<file path="config.mk">
export PLATFORM = sky130hd
export DESIGN_NAME = crc_stream_engine
export DESIGN_NICKNAME = d
export VERILOG_FILES = /design/src/rtl/crc_pkg.sv /design/src/rtl/crc_step_comb.sv /design/src/rtl/crc_stream_engine.sv
export SDC_FILE = /design/constraint.sdc
export NUM_CORES = 1
export LEC_CHECK = 0
export ABC_AREA = 1
export CAP_MARGIN = 20
export CELL_PAD_IN_SITES_DETAIL_PLACEMENT = 1
export CELL_PAD_IN_SITES_GLOBAL_PLACEMENT = 2
export CORE_ASPECT_RATIO = 0.8
export CORE_MARGIN = 8
export CORE_UTILIZATION = 31
export CTS_BUF_LIST = sky130_fd_sc_hd__clkbuf_4
export DETAILED_ROUTE_END_ITERATION = 10
export PLACE_DENSITY_LB_ADDON = 0.2
export SKIP_LAST_GASP = 1
export SYNTH_ARGS = -nofsm -noshare
export SYNTH_HDL_FRONTEND = slang
export SYNTH_SLANG_ARGS = --single-unit
</file>
<file path="constraint.sdc">
create_clock -name clk -period 2.4 [get_ports clk]
set_input_delay 0.36 -clock clk [delete_from_list [all_inputs] [get_ports clk]]
set_output_delay 0.36 -clock clk [all_outputs]
set_load 0.01 [all_outputs]
</file>
<file path="src/rtl/crc_pkg.sv">
// -----------------------------------------------------------------------------
// crc_pkg
// Shared definitions for the framed CRC engine:
//   - crc_state_e    : frame FSM encoding (IDLE / BUSY / DONE)
//   - CRC*_POLY      : common generator polynomials (implicit top term omitted)
//   - BEATS_MAX      : saturation value of the per-frame beat counter
//   - reverse_bits() : reverses the low w bits of a value (w <= 32)
// -----------------------------------------------------------------------------
package crc_pkg;

  typedef enum logic [1:0] {
    ST_IDLE = 2'd0,
    ST_BUSY = 2'd1,
    ST_DONE = 2'd2
  } crc_state_e;

  localparam logic [7:0]  CRC8_POLY        = 8'h07;
  localparam logic [15:0] CRC16_CCITT_POLY = 16'h1021;
  localparam logic [31:0] CRC32_POLY       = 32'h04C11DB7;

  localparam logic [15:0] BEATS_MAX = 16'hFFFF;

  // Full 32-bit reversal, then shift the w interesting bits down to the LSBs.
  // Keeps every bit select constant, whatever w is.
  function automatic logic [31:0] reverse_bits(input logic [31:0] v, input int w);
    logic [31:0] r;
    for (int i = 0; i < 32; i++) begin
      r[i] = v[31-i];
    end
    return r >> (32 - w);
  endfunction

endpackage

</file>
<file path="src/rtl/crc_step_comb.sv">
// -----------------------------------------------------------------------------
// crc_step_comb
// Purely combinational CRC update over one DATA_WIDTH-bit beat, direct
// (non-augmented) form, one shift/XOR step per data bit.
// Ports:
//   crc_i  [CRC_WIDTH-1:0]  register value before the beat
//   data_i [DATA_WIDTH-1:0] beat payload
//   crc_o  [CRC_WIDTH-1:0]  register value after all DATA_WIDTH bit steps
// Bit order: MSB first when REFLECT_IN=0, LSB first when REFLECT_IN=1.
// -----------------------------------------------------------------------------
module crc_step_comb #(
  parameter int                   CRC_WIDTH  = 8,
  parameter logic [CRC_WIDTH-1:0] POLYNOMIAL = CRC_WIDTH'(8'h07),
  parameter int                   DATA_WIDTH = 8,
  parameter bit                   REFLECT_IN = 1'b0
) (
  input  logic [CRC_WIDTH-1:0]  crc_i,
  input  logic [DATA_WIDTH-1:0] data_i,
  output logic [CRC_WIDTH-1:0]  crc_o
);

  always_comb begin
    logic [CRC_WIDTH-1:0] c;
    logic                 d;
    logic                 fb;
    c  = crc_i;
    d  = 1'b0;
    fb = 1'b0;
    for (int i = 0; i < DATA_WIDTH; i++) begin
      d  = REFLECT_IN ? data_i[i] : data_i[DATA_WIDTH-1-i];
      fb = c[CRC_WIDTH-1] ^ d;
      c  = (c << 1) ^ (fb ? POLYNOMIAL : '0);
    end
    crc_o = c;
  end

endmodule

</file>
<file path="src/rtl/crc_stream_engine.sv">
// -----------------------------------------------------------------------------
// crc_stream_engine
// Framed CRC engine: accepts one DATA_WIDTH-bit beat per cycle between
// in_sop/in_eop and presents one result per frame with valid/ready.
// Ports:
//   clk, rst           clock; synchronous active-low reset
//   in_valid/in_ready  input beat handshake (in_ready low only while a result waits)
//   in_data            beat payload
//   in_sop/in_eop      frame delimiters, meaningful only with in_valid
//   out_valid/out_ready result handshake
//   out_crc            final CRC after optional reflection and XOR_OUT
//   out_zero           raw register was zero at frame end (receive-side check)
//   out_beats          accepted beats in the frame, saturating at 16'hFFFF
// -----------------------------------------------------------------------------
module crc_stream_engine
  import crc_pkg::*;
#(
  parameter int                   CRC_WIDTH   = 8,
  parameter logic [CRC_WIDTH-1:0] POLYNOMIAL  = CRC_WIDTH'(CRC8_POLY),
  parameter logic [CRC_WIDTH-1:0] INIT        = '0,
  parameter logic [CRC_WIDTH-1:0] XOR_OUT     = '0,
  parameter int                   DATA_WIDTH  = 8,
  parameter bit                   REFLECT_IN  = 1'b0,
  parameter bit                   REFLECT_OUT = 1'b0
) (
  input  logic                  clk,
  input  logic                  rst,
  input  logic                  in_valid,
  output logic                  in_ready,
  input  logic [DATA_WIDTH-1:0] in_data,
  input  logic                  in_sop,
  input  logic                  in_eop,
  output logic                  out_valid,
  input  logic                  out_ready,
  output logic [CRC_WIDTH-1:0]  out_crc,
  output logic                  out_zero,
  output logic [15:0]           out_beats
);

  crc_state_e           state_q, state_d;
  logic [CRC_WIDTH-1:0] crc_q, crc_d;
  logic [15:0]          cnt_q, cnt_d;
  logic [CRC_WIDTH-1:0] out_crc_q, out_crc_d;
  logic                 out_zero_q, out_zero_d;
  logic [15:0]          out_beats_q, out_beats_d;

  logic                 accept;
  logic [CRC_WIDTH-1:0] step_seed;
  logic [CRC_WIDTH-1:0] step_crc;
  logic                 capture;
  logic [CRC_WIDTH-1:0] final_crc;

  assign in_ready  = (state_q != ST_DONE);
  assign out_valid = (state_q == ST_DONE);
  assign accept    = in_valid && in_ready;

  // A frame always starts from INIT: either the first beat out of IDLE or an
  // sop that abandons the frame in progress.
  assign step_seed = ((state_q == ST_IDLE) || in_sop) ? INIT : crc_q;

  crc_step_comb #(
    .CRC_WIDTH  (CRC_WIDTH),
    .POLYNOMIAL (POLYNOMIAL),
    .DATA_WIDTH (DATA_WIDTH),
    .REFLECT_IN (REFLECT_IN)
  ) u_step (
    .crc_i  (step_seed),
    .data_i (in_data),
    .crc_o  (step_crc)
  );

  always_comb begin
    state_d = state_q;
    crc_d   = crc_q;
    cnt_d   = cnt_q;
    unique case (state_q)
      ST_IDLE: begin
        // Beats without sop in IDLE belong to no frame and are dropped.
        if (accept && in_sop) begin
          crc_d   = step_crc;
          cnt_d   = 16'd1;
          state_d = in_eop ? ST_DONE : ST_BUSY;
        end
      end
      ST_BUSY: begin
        if (accept) begin
          crc_d = step_crc;
          if (in_sop) begin
            cnt_d = 16'd1;
          end else begin
            cnt_d = (cnt_q == BEATS_MAX) ? cnt_q : cnt_q + 16'd1;
          end
          if (in_eop) begin
            state_d = ST_DONE;
          end
        end
      end
      ST_DONE: begin
        if (out_ready) begin
          state_d = ST_IDLE;
        end
      end
      default: state_d = ST_IDLE;
    endcase
  end

  // Result is captured on the same edge that enters DONE, from the
  // register value that edge is about to store.
  assign capture = (state_q != ST_DONE) && (state_d == ST_DONE);

  always_comb begin
    final_crc = (REFLECT_OUT ? CRC_WIDTH'(reverse_bits(32'(crc_d), CRC_WIDTH)) : crc_d) ^ XOR_OUT;
    out_crc_d   = out_crc_q;
    out_zero_d  = out_zero_q;
    out_beats_d = out_beats_q;
    if (capture) begin
      out_crc_d   = final_crc;
      out_zero_d  = (crc_d == '0);
      out_beats_d = cnt_d;
    end
  end

  always_ff @(posedge clk) begin
    if (!rst) begin
      state_q     <= ST_IDLE;
      crc_q       <= INIT;
      cnt_q       <= '0;
      out_crc_q   <= '0;
      out_zero_q  <= 1'b0;
      out_beats_q <= '0;
    end else begin
      state_q     <= state_d;
      crc_q       <= crc_d;
      cnt_q       <= cnt_d;
      out_crc_q   <= out_crc_d;
      out_zero_q  <= out_zero_d;
      out_beats_q <= out_beats_d;
    end
  end

  assign out_crc   = out_crc_q;
  assign out_zero  = out_zero_q;
  assign out_beats = out_beats_q;

endmodule
</file>
# [Yosys cells after proc, flatten, opt, wreduce, memory -nomap -nowiden]
# Index checks and enable logic that the tools add are counted.
[totals] regBits=51
[classes] n_addsub=1 eq_ne=5 muxes=23 bitwise_logic=16 reduce_logical=6
[ops] op="$mux 16" count=4
[ops] op="$xor 8x8->8" count=6
[ops] op="$pmux 16 s2" count=1
[ops] op="$mux 3" count=8
[ops] op="$mux 8" count=3
[ops] op="$add 16x1->16 const B" count=1
[ops] op="$eq 16x16->1 const B" count=1
[ops] op="$pmux 8 s2" count=1
[ops] op="$xor 8x3->8" count=2
[ops] op="$mux 2" count=5
[ops] op="$logic_not 8->1" count=1
[ops] op="$xor 1x1->1" count=8
[ops] op="$pmux 2 s3" count=1
[ops] op="$eq 2x2->1 const B" count=2
[ops] op="$logic_and 1x1->1" count=3
[ops] op="$eq 2x1->1 const B" count=1
[ops] op="$logic_not 2->1" count=1
[ops] op="$ne 2x2->1 const B" count=1
[ops] op="$logic_or 1x1->1" count=1

# [Logic depth before layout (Yosys ltp)]
# Gate-level depths: netlist (run 1).
[depth] word_depth=30 depth_mapped=18 depth_no_buf=17

# [Modules after synthesis]
# A second synthesis (run 1) with hierarchy kept.
[hier_totals] cells_unflattened=488 area_unflattened_um2=2996.6
[modules_own_cells] mod="crc_stream_engine" n_inst=1 cells_each=419 area_per_inst_um2=2666.3
[modules_own_cells] mod="crc_step_comb" n_inst=1 cells_each=69 area_per_inst_um2=330.3

# [Worst setup path before layout (run 1)]
# No wires, ideal clock.
[synth_timing] path_type="flip-flop to flip-flop" from="register cnt_q[1]" to="register out_beats_q[0] (netlist: out_beats[0])" arrival_ns=1.738 t_required_ns=2.291 setup_slack_ns=0.553 stages_incl_launch_ff=15 n_path_buf=0 synth_period_minus_slack_ns=1.847 cell_sequence="dfxtp_1 > ha_1 > inv_1 > nor2_1 > inv_1 > nor2_2 > nand3_2 > nor2_1 > nand2_1 > o31ai_2 > o21ai_0 > a21oi_1 > nand2_1 > nand2_1 > inv_1"
[synth_via] elab_chain_len=5
[synth_rtl] item="start, declared" line_no="crc_stream_engine.sv:42" source="logic [15:0] cnt_q, cnt_d;"
[synth_rtl] item="start signal, assigned" line_no="crc_stream_engine.sv:134" source="cnt_q <= cnt_d;"
[synth_rtl] item="$eq 16x16->1" line_no="crc_stream_engine.sv:91" source="cnt_d = (cnt_q == BEATS_MAX) ? cnt_q : cnt_q + 16'd1;"
[synth_rtl] item="$mux 16" line_no="crc_stream_engine.sv:91"
[synth_rtl] item="$mux 16" line_no="crc_stream_engine.sv:88" source="if (in_sop) begin"
[synth_rtl] item="$mux 16" line_no="crc_stream_engine.sv:86" source="if (accept) begin"
[synth_rtl] item="$pmux 16 s2" line_no="crc_stream_engine.sv:76" source="unique case (state_q)"
[synth_rtl] item="end signal, assigned" line_no="crc_stream_engine.sv:137" source="out_beats_q <= out_beats_d;"
[synth_rtl] item="end, declared" line_no="crc_stream_engine.sv:45" source="logic [15:0] out_beats_q, out_beats_d;"
# Every way passes these cells.
# A chain may end at the register's enable or synchronous reset.

# [Worst setup path after layout (run 1)]
[layout_timing] from="register cnt_q[0]" to="register out_beats_q[0] (netlist: out_beats[0])"
[layout_via] elab_chain_len=5
[layout_rtl] item="$add 16x1->16 or $eq 16x16->1 (tied branches)" line_no="crc_stream_engine.sv:91"
[layout_rtl] item="$mux 16" line_no="crc_stream_engine.sv:91"
[layout_rtl] item="$mux 16" line_no="crc_stream_engine.sv:88"
[layout_rtl] item="$mux 16" line_no="crc_stream_engine.sv:86"
[layout_rtl] item="$pmux 16 s2 *" line_no="crc_stream_engine.sv:76"
# Every way passes the cells marked *; elsewhere a longest branch is shown, timed or not.

==> results of run 1 <==
final cells by class:
class / instances / share of cell area
Multi-Input combinational cell: 343 / 0.447
Timing Repair Buffer: 72 / 0.163
Clock buffer: 5 / 0.00933
Tap cell: 140 / 0.0436
Sequential cell: 51 / 0.256
Inverter: 81 / 0.0756
Clock inverter: 3 / 0.00467
cell families after synthesis:
group                    synth area share
adder cells (fa/ha/maj)           0.00393
AND/OR/NAND/NOR                     0.385
AO/OA/AOI/OAI                       0.158
buffers and inverters               0.118
XOR/XNOR                           0.0138
flip-flops                          0.321
worst register-to-register path, cell delays in order (launching register included):
cell and delay [ns]:
dfxtp_4 0.39, ha_2 0.18, inv_1 0.06, nor2_1 0.13, inv_1 0.09, nor2_2 0.13, nand3_2 0.12, nor2_1 0.14
nand2_1 0.15, o31ai_2 0.27, o21ai_0 0.12, a21oi_1 0.21, nand2_1 0.09, nand2_1 0.06, inv_1 0.03
per-layer routing:
metal | vias up | wire length [microns]
met5 | - | 0
met4 | 0 | 76
met3 | 6 | 881
met2 | 81 | 3970
met1 | 1534 | 5910
li1 | 1697 | -
metrics by stage:
stage / hold WS (ns) / utilization / total power, mW
3_3_place_gp: 0.479 / 0.386 / 1.38
4_1_cts: 0.508 / 0.392 / 1.81
6_report: 0.501 / 0.398 / 1.79
2_1_floorplan: 0.470 / - / 1.19
3_5_place_dp: 0.481 / 0.386 / 1.39
5_1_grt: 0.526 / 0.398 / 1.90
cells in the final DEF, fill, tap and decap left out, types with 2 or more instances in the layout:
cell type / synthesis / routed
clkinv_2: 0 / 2
inv_2: 16 / 16
nor3_1: 2 / 2
nor2_2: 4 / 5
nand3_1: 48 / 48
xor2_1: 5 / 5
nand2_4: 5 / 5
buf_4: 2 / 30
o21a_1: 4 / 4
nand2_1: 125 / 124
o211ai_1: 20 / 20
nand2_2: 13 / 14
nor2_1: 38 / 37
o21ai_1: 2 / 2
nand3_2: 5 / 5
clkdlybuf4s50_1: 0 / 40
nand4_1: 6 / 6
dfxtp_4: 0 / 2
dfxtp_1: 51 / 48
clkbuf_4: 0 / 5
nor2_4: 5 / 5
o21bai_1: 4 / 4
inv_1: 64 / 64
o22ai_1: 2 / 2
a21oi_1: 22 / 22
o21ai_0: 20 / 20
sequential cells by signal (all words and copies together) (netlist names):
name       count
crc_q          8
out_zero       1
state_q        2
cnt_q         16
out_crc        8
out_beats     16
power groups by stage:
stage | logic, mW | registers, mW | clock network [mW]
5_1_grt | 0.499 | 0.932 | 0.466
3_5_place_dp | 0.443 | 0.944 | 0
6_report | 0.447 | 0.925 | 0.417
4_1_cts | 0.446 | 0.926 | 0.440
3_3_place_gp | 0.437 | 0.944 | 0
2_1_floorplan | 0.246 | 0.942 | 0
final timing paths:
check        depth (start not counted)      from           end
max                                 14  cnt_q[0]  out_beats[0]
max reg2reg                         14  cnt_q[0]  out_beats[0]
min reg2reg                          2  out_zero      out_zero
min                                  2  out_zero      out_zero
what timing repair did:
action / 4_1_cts / 5_1_grt
setup endpoints to repair: 0 / 21
setup buffers: 0 / 4
gates resized for setup: 0 / 10
==> results.yml, run 1 <==
run_status:
  outcome: "complete, no violations"
finish:
  area_growth_syn_to_fin_pct: 26.3
  post_route_cell_area_sq_um: 4020
  antennaDiodeCount: 0
  final_cells: 695
  nFillCells: 1319
  post_route_cells_drive_above_1_share: 0.180
  total_nets_final: 569
  sequential_cell_area_sq_um: 1030
  multi_input_area_sq_um: 1800
grt:
  gr-usage-met1: 0.258
  grt_max_degree: 26
  grt_pass1_wl_mm: 17.6
  groute.layer.met3.usage: 0.0397
  grt-ovfl-total: 0
  global_route.usage.total: 0.162
  vias_in_the_first_global_route: 3268
  grt_antenna_before_repair: 0
  global_route.peak_usage_layer: "met1"
  met2_usage: 0.206
routing:
  antenna_left: 0
  first_pass_iters: 4
  post_drt_wl_per_cell_microns: 15.6
  vias: 3318
  detail_route.vias_per_cell: 4.77
  detail_route.wirelength_mm: 10.8
  detailed_route_iter0_violations: 205
  drcViolationCount: 0
min_path:
  timing.hold.worst.class: "reg -> reg"
synthesis:
  post_synthesis_sequential_element_count: 51
  postSynthAreaPerCell_sq_um: 6.51
  ys.flop_type: "dfxtp_1"
  netlist_top_cells_count: "nand2_1, inv_1, dfxtp_1, nand3_1, nor2_1"
  number_of_flops_mapped_to_enable_cells_by_yosys: 0
  synth.cell_area_sq_um: 3180
  netlist_top_cells_area: "dfxtp_1, nand2_1, nand3_1, inv_1, o211ai_1"
  postSynthNetCount: 504
  synthCells: 489
  synth-async-reset-ratio: 0
  synth_top_area_share: 0.321
  synth.yosys.warnings: 0
  synth.lib_cells_used.distinct: 39
  synth_top_cell_by_area: "dfxtp_1"
  synth_most_common_cell: "nand2_1"
  synth_seq_area_share: 0.321
power:
  ir_worst_vdd_mv: 0.196
  p_comb_frac: 0.250
  cell_internal_pwr_mw: 1.19
  leakage_nw: 1.83
  clock_power_share: 0.233
  p_seq_frac: 0.517
  p_sw_uw: 601
  power.density_nw_per_um2: 445
  switching_share: 0.336
placement:
  place_area_sq_um: 3910
  rd_place_congestion: 0.843
  port_buffers: 40
  place_ws_ns: -0.0979
  placed_cells_incl_taps: 683
  hpwlAfterDp_mm: 8.71
cts:
  tritoncts: "yes"
  cts_hold_buffers: 0
  clock_sinks: 51
  tritoncts_buffers: 5
  cts.path.max_buffers: 2
  cts.htree.levels: 2
  clock_pin_slew_worst_setup_and_hold_paths_ns: 0.15
  worst_skew_pair.late_latency_ns: 0.39
  ctsRootBufferMaster: "clkbuf_4"
floorplan:
  fp.dieW_microns: 129
  core-area_sq_um: 10100
  die_outline_height_microns: 107
  floorplan.rows: 33
  initial_utilization: 0.315
  ioPinCount: 41
  design.die.area_sq_um: 13800
setup_path:
  path_cells: "ha_2 > inv_1 > nor2_1 > inv_1 > nor2_2 > nand3_2 > nor2_1 > nand2_1 > o31ai_2 > o21ai_0 > a21oi_1 > nand2_1 > nand2_1 > inv_1"
  critPathKind: "reg -> reg"
  critical_path_required_ns: 2.70
  critPathTopFamily: "simple AND/OR/NAND/NOR gates"
  worst-path-max-fanout: 4
  worst_ep_arrival_time_ns: 2.55
  critical_path.n_buffers_inverters: 3
  reg2reg_slack_ns: 0.15
  max_stage_delay_ns: 0.39
  worst_setup_path_end_kind: "register"
  critical-path-slowest-cell: "dfxtp_4"
  worstSetupStartpointType: "register"
timing:
  max_clock_freq_ghz: 0.444
  final_min_period_over_clock_period: 0.939
  final_critical_path_setup_slack_ns: 0.147
  totalNegativeSetupSlack_ns: 0
  max_slew_margin: 0.682
  grt_setup_unrepaired: "yes"
  final-max-slew-violation-count: 0
  worst_slew_pin_slew_ns: 0.475
  timing.final.setup_violations: 0
  post_route_minimum_period_ns: 2.25
  worst_clk_skew_ns: 0.0141
  report.final.hold_viol_count: 0
job:
  drv_cap: 0
Power figures use the tool's default switching activity.
==> inputs of run 2 (changes only) <==
PLACE_DENSITY_LB_ADDON = 0.1   (was 0.2)
SETUP_SLACK_MARGIN = 0.5   (was unset)
==> run 2 against run 1 <==
  * Critical path depth increased by 1
  * Total power is 8.8% higher
  * Core utilization grew 8.2 points
  * Via count up 7.9%
  * Global-route usage is 0.56 points higher
  * Non-clock buffer count is 39 higher
  * Worst setup slack improved by 0.14 ns
  * Combinational power increased by 31%
  * Clock power rose by 5.0%
  * Largest cell class unchanged
==> results.yml, run 2 (synthesis results as in run 1) <==
routing:
  vias: 3580
  detailed_route_iter0_violations: 143
  detail_route.wirelength_mm: 12.0
  first_pass_iters: 4
  drcViolationCount: 0
  detail_route.vias_per_cell: 4.88
  antenna_left: 0
  post_drt_wl_per_cell_microns: 16.4
timing:
  post_route_minimum_period_ns: 2.11
  final_min_period_over_clock_period: 0.879
  report.final.hold_viol_count: 0
  max_slew_margin: 0.669
  grt_setup_unrepaired: "yes"
  max_clock_freq_ghz: 0.474
  worst_slew_pin_slew_ns: 0.495
  worst_clk_skew_ns: 0.0121
  timing.final.setup_violations: 0
  final-max-slew-violation-count: 0
  final_critical_path_setup_slack_ns: 0.291
  totalNegativeSetupSlack_ns: 0
  timing.hold.ws_ns: 0.510
cts:
  cts_hold_buffers: 0
  worst_skew_pair.late_latency_ns: 0.39
  cts.htree.levels: 2
  clock_pin_slew_worst_setup_and_hold_paths_ns: 0.17
  clock_sinks: 51
  tritoncts_buffers: 5
  ctsRootBufferMaster: "clkbuf_4"
  cts.path.max_buffers: 2
  tritoncts: "yes"
setup_path:
  critPathKind: "reg -> reg"
  reg2regPathDepth: 15
  r2r-start: "cnt_q[2]"
  worst-path-max-fanout: 5
  worstSetupStartpointType: "register"
  worst_ep_arrival_time_ns: 2.44
  worst_setup_path_end_kind: "register"
  critical_path.reg2reg.endpoint: "out_beats[12]"
  critical_path_required_ns: 2.73
  reg2reg_slack_ns: 0.29
grt:
  vias_in_the_first_global_route: 3433
  grt_antenna_before_repair: 0
  grt_pass1_wl_mm: 18.3
  grt-ovfl-total: 0
  global_route.usage.total: 0.168
  grt_max_degree: 26
finish:
  sequential_cell_area_sq_um: 1050
  final_cells: 734
  nFillCells: 1274
  mostFrequentLayoutCell: "nand2_1"
  mostFrequentLayoutCells: "nand2_1, buf_4, inv_1, dfxtp_1, clkdlybuf4s50_1"
  post_route_cells_drive_above_1_share: 0.402
  antennaDiodeCount: 0
  multi_input_area_sq_um: 2260
  total_nets_final: 608
  area_growth_syn_to_fin_pct: 52.3
floorplan:
  ioPinCount: 41
  floorplan.rows: 33
  initial_utilization: 0.315
  design.die.area_sq_um: 13800
  die_outline_height_microns: 107
  core-area_sq_um: 10100
  fp.dieW_microns: 129
min_path:
  hold-path-endpoint: "out_zero"
  timing.hold.worst.class: "reg -> reg"
  worstHoldStart: "out_zero"
  hold-path-cell-count: 2
placement:
  rd_place_congestion: 0.845
  hpwlAfterDp_mm: 8.66
  placed_cells_incl_taps: 684
  port_buffers: 40
  place_ws_ns: -0.0801
power:
  switching_share: 0.352
  p_comb_frac: 0.300
  total_power_mw: 1.95
  p_sw_uw: 685
  ir_worst_vdd_mv: 0.316
  clock_power_share: 0.225
  p_seq_frac: 0.475
  cell_internal_pwr_mw: 1.26
  leakage_nw: 2.18
  power.density_nw_per_um2: 402
job:
  drv_cap: 0
run_status:
  outcome: "complete, no violations"
-- run 2: area by class of cell --
class	count	area share
timing repair buffer	111	0.202
sequential	51	0.216
inverter	81	0.0674
clock inverter	3	0.00490
multi-input combinational	343	0.466
tap	140	0.0361
clock buffer	5	0.00774
-- run 2: routing by layer --
metal,track usage,routed length [microns]
met5,0,0
met2,0.232,4970
met4,0.0251,71
met3,0.0407,781
met1,0.256,6230
-- run 2: worst max-delay path: stages, from the launching register on --
cell and delay [ns]:
dfxtp_4 0.42, nand2_1 0.12, nor2_4 0.14, inv_2 0.06
nor2_4 0.12, nand3_4 0.11, nor2_2 0.09, nand4_1 0.12
nand2_2 0.14, buf_4 0.12, buf_4 0.10, o21ai_0 0.07
nand2_1 0.07, o311ai_1 0.08, buf_4 0.17, a21oi_2 0.12
-- run 2: stage by stage --
step	area, sq um	utilization
floorplan	3180	-
global placement	3920	0.387
finish	4850	0.479
global route	4850	0.479
detailed placement	3920	0.387
CTS	4300	0.425
-- run 2: how the worst max path moves through the flow --
stage,start,endpoint,cells past startpoint,slack [ns]
CTS,cnt_q[1],out_beats[10],18,0.34
detailed placement,in_sop,out_zero,16,-0.08
floorplan,cnt_q[1],out_beats[0],14,0.55
global placement,in_sop,out_zero,17,-0.04
global route,cnt_q[2],cnt_q[12],15,0.17
finish,cnt_q[2],out_beats[12],15,0.29
-- run 2: timing repair --
| item | in CTS | in global routing |
|---|---|---|
| resized for setup | 56 | 114 |
| endpoints found under the hold margin | 0 | 0 |
| buffers inserted | 21 | 21 |
| cloned | 0 | 0 |
| setup endpoints to repair | 43 | 42 |
| pin swaps | 33 | 56 |
-- run 2: power by group through the flow --
stage | clock (mW) | combinational (mW) | sequential (mW)
detailed placement | 0 | 0.446 | 0.943
CTS | 0.463 | 0.484 | 0.927
floorplan | 0 | 0.246 | 0.942
global placement | 0 | 0.442 | 0.943
finish | 0.438 | 0.584 | 0.926
global route | 0.486 | 0.637 | 0.932
==> inputs of run 3 (changes only) <==
SLEW_MARGIN = 20   (was unset)
TNS_END_PERCENT = 50   (was unset)
==> run 3 against run 2 <==
  * Total power down 4.9%
  * Worst setup slack improved by 0.052 ns
  * Final cell count decreased by 2.3%
  * Largest cell class unchanged
  * Largest power group unchanged
==> results.yml, run 3 (synthesis results as in run 1) <==
setup_path:
  critical_path_required_ns: 2.73
  critPathKind: "reg -> reg"
  worst_setup_path_end_kind: "register"
  worst_ep_arrival_time_ns: 2.38
  worstSetupStartpointType: "register"
  worst-path-max-fanout: 4
cts:
  cts.path.max_buffers: 2
  tritoncts: "yes"
  worst_skew_pair.late_latency_ns: 0.39
  clock_pin_slew_worst_setup_and_hold_paths_ns: 0.16
  cts.htree.levels: 2
  tritoncts_buffers: 5
  clock_sinks: 51
  ctsRootBufferMaster: "clkbuf_4"
power:
  p_comb_frac: 0.266
  leakage_nw: 2.00
  power.density_nw_per_um2: 419
  p_sw_uw: 633
  ir_worst_vdd_mv: 0.307
  p_seq_frac: 0.500
  switching_share: 0.342
  cell_internal_pwr_mw: 1.22
  total_power_mw: 1.85
  clock_power_share: 0.234
timing:
  worst_clk_skew_ns: 0.0105
  report.final.hold_viol_count: 0
  final_critical_path_setup_slack_ns: 0.344
  max_clock_freq_ghz: 0.486
  max_slew_margin: 0.671
  worst_slew_pin_slew_ns: 0.491
  post_route_minimum_period_ns: 2.06
  final-max-slew-violation-count: 0
  timing.final.setup_violations: 0
  grt_setup_unrepaired: "yes"
  timing.hold.ws_ns: 0.520
  final_min_period_over_clock_period: 0.857
run_status:
  outcome: "complete, no violations"
placement:
  rd_place_congestion: 0.845
  hpwlAfterDp_mm: 8.66
  placed_cells_incl_taps: 684
  place_ws_ns: -0.0801
  port_buffers: 40
finish:
  post_route_cells_drive_above_1_share: 0.295
  finish.utilization: 0.437
  mostFrequentLayoutCell: "nand2_1"
  mostFrequentLayoutCells: "nand2_1, inv_1, buf_4, dfxtp_1, clkdlybuf4s50_1"
  nFillCells: 1294
  sequential_cell_area_sq_um: 1040
  final_cells: 717
  total_nets_final: 591
  antennaDiodeCount: 0
  multi_input_area_sq_um: 2000
  area_growth_syn_to_fin_pct: 39.0
routing:
  post_drt_wl_per_cell_microns: 15.9
  drcViolationCount: 0
  vias: 3424
  detail_route.vias_per_cell: 4.78
  antenna_left: 0
  detail_route.wirelength_mm: 11.4
  first_pass_iters: 4
  detailed_route_iter0_violations: 181
floorplan:
  design.die.area_sq_um: 13800
  initial_utilization: 0.315
  die_outline_height_microns: 107
  ioPinCount: 41
  floorplan.rows: 33
  core-area_sq_um: 10100
  fp.dieW_microns: 129
grt:
  grt_max_degree: 26
  grt_pass1_wl_mm: 18.1
  global_route.usage.total: 0.166
  grt_antenna_before_repair: 0
  vias_in_the_first_global_route: 3403
  grt-ovfl-total: 0
job:
  drv_cap: 0
min_path:
  timing.hold.worst.class: "reg -> reg"
[run 3: cell type report]
type	count	share of cell area
sequential	51	0.236
multi-input combinational	343	0.451
inverter	81	0.0710
tap	140	0.0396
clock buffer	5	0.00848
timing repair buffer	94	0.189
clock inverter	3	0.00537
[run 3: final timing paths]
check	startpoint	endpoint	slack [ns]	cells after the start
max	cnt_q[1]	out_beats[12]	0.34	16
min reg2reg	out_beats[5]	out_beats[5]	0.52	2
min	out_beats[5]	out_beats[5]	0.52	2
max reg2reg	cnt_q[1]	out_beats[12]	0.34	16
[run 3: timing repair]
action                                  in CTS  in global routing
setup buffers                               17                  8
resized for setup                           48                 38
pin swaps                                   29                 16
gates cloned                                 0                  0
endpoints found under the setup margin      43                 42
hold buffers                                 0                  0
[run 3: worst max-delay path, cell delays in order, from the launching register on]
cell and delay [ns]:
dfxtp_2 0.39, ha_4 0.14, inv_2 0.05, nor2_4 0.08, inv_2 0.06, nor2_4 0.11, nand3_4 0.10, nor2_2 0.10
nand4_1 0.12, nand2_2 0.14, buf_4 0.12, buf_4 0.10, o21ai_0 0.07, nand2_1 0.07, o311ai_1 0.08, buf_4 0.17
a21oi_2 0.12
[run 3: power by group through the flow]
stage               logic, mW  clock network, mW  registers [mW]
detailed placement      0.446                  0           0.943
global route            0.544              0.486           0.932
CTS                     0.481              0.463           0.927
floorplan               0.246                  0           0.942
global placement        0.442                  0           0.943
finish                  0.492              0.434           0.926
[run 3: metal layers]
metal / vias to the layer above / wire length (microns) / share of wire / GRT usage
met5: - / 0 / 0 / 0
met4: 0 / 46 / 0.0040 / 0.0251
met3: 5 / 665 / 0.058 / 0.0402
met2: 74 / 4370 / 0.38 / 0.227
met1: 1593 / 6300 / 0.55 / 0.255
li1: 1752 / - / - / -
[run 3: stage by stage]
stage          instance area, sq um  setup TNS, ns
6_report                       4430              0
5_1_grt                        4430              0
4_1_cts                        4260              0
3_5_place_dp                   3920        -0.0829
3_3_place_gp                   3920        -0.0645
2_1_floorplan                  3180              0
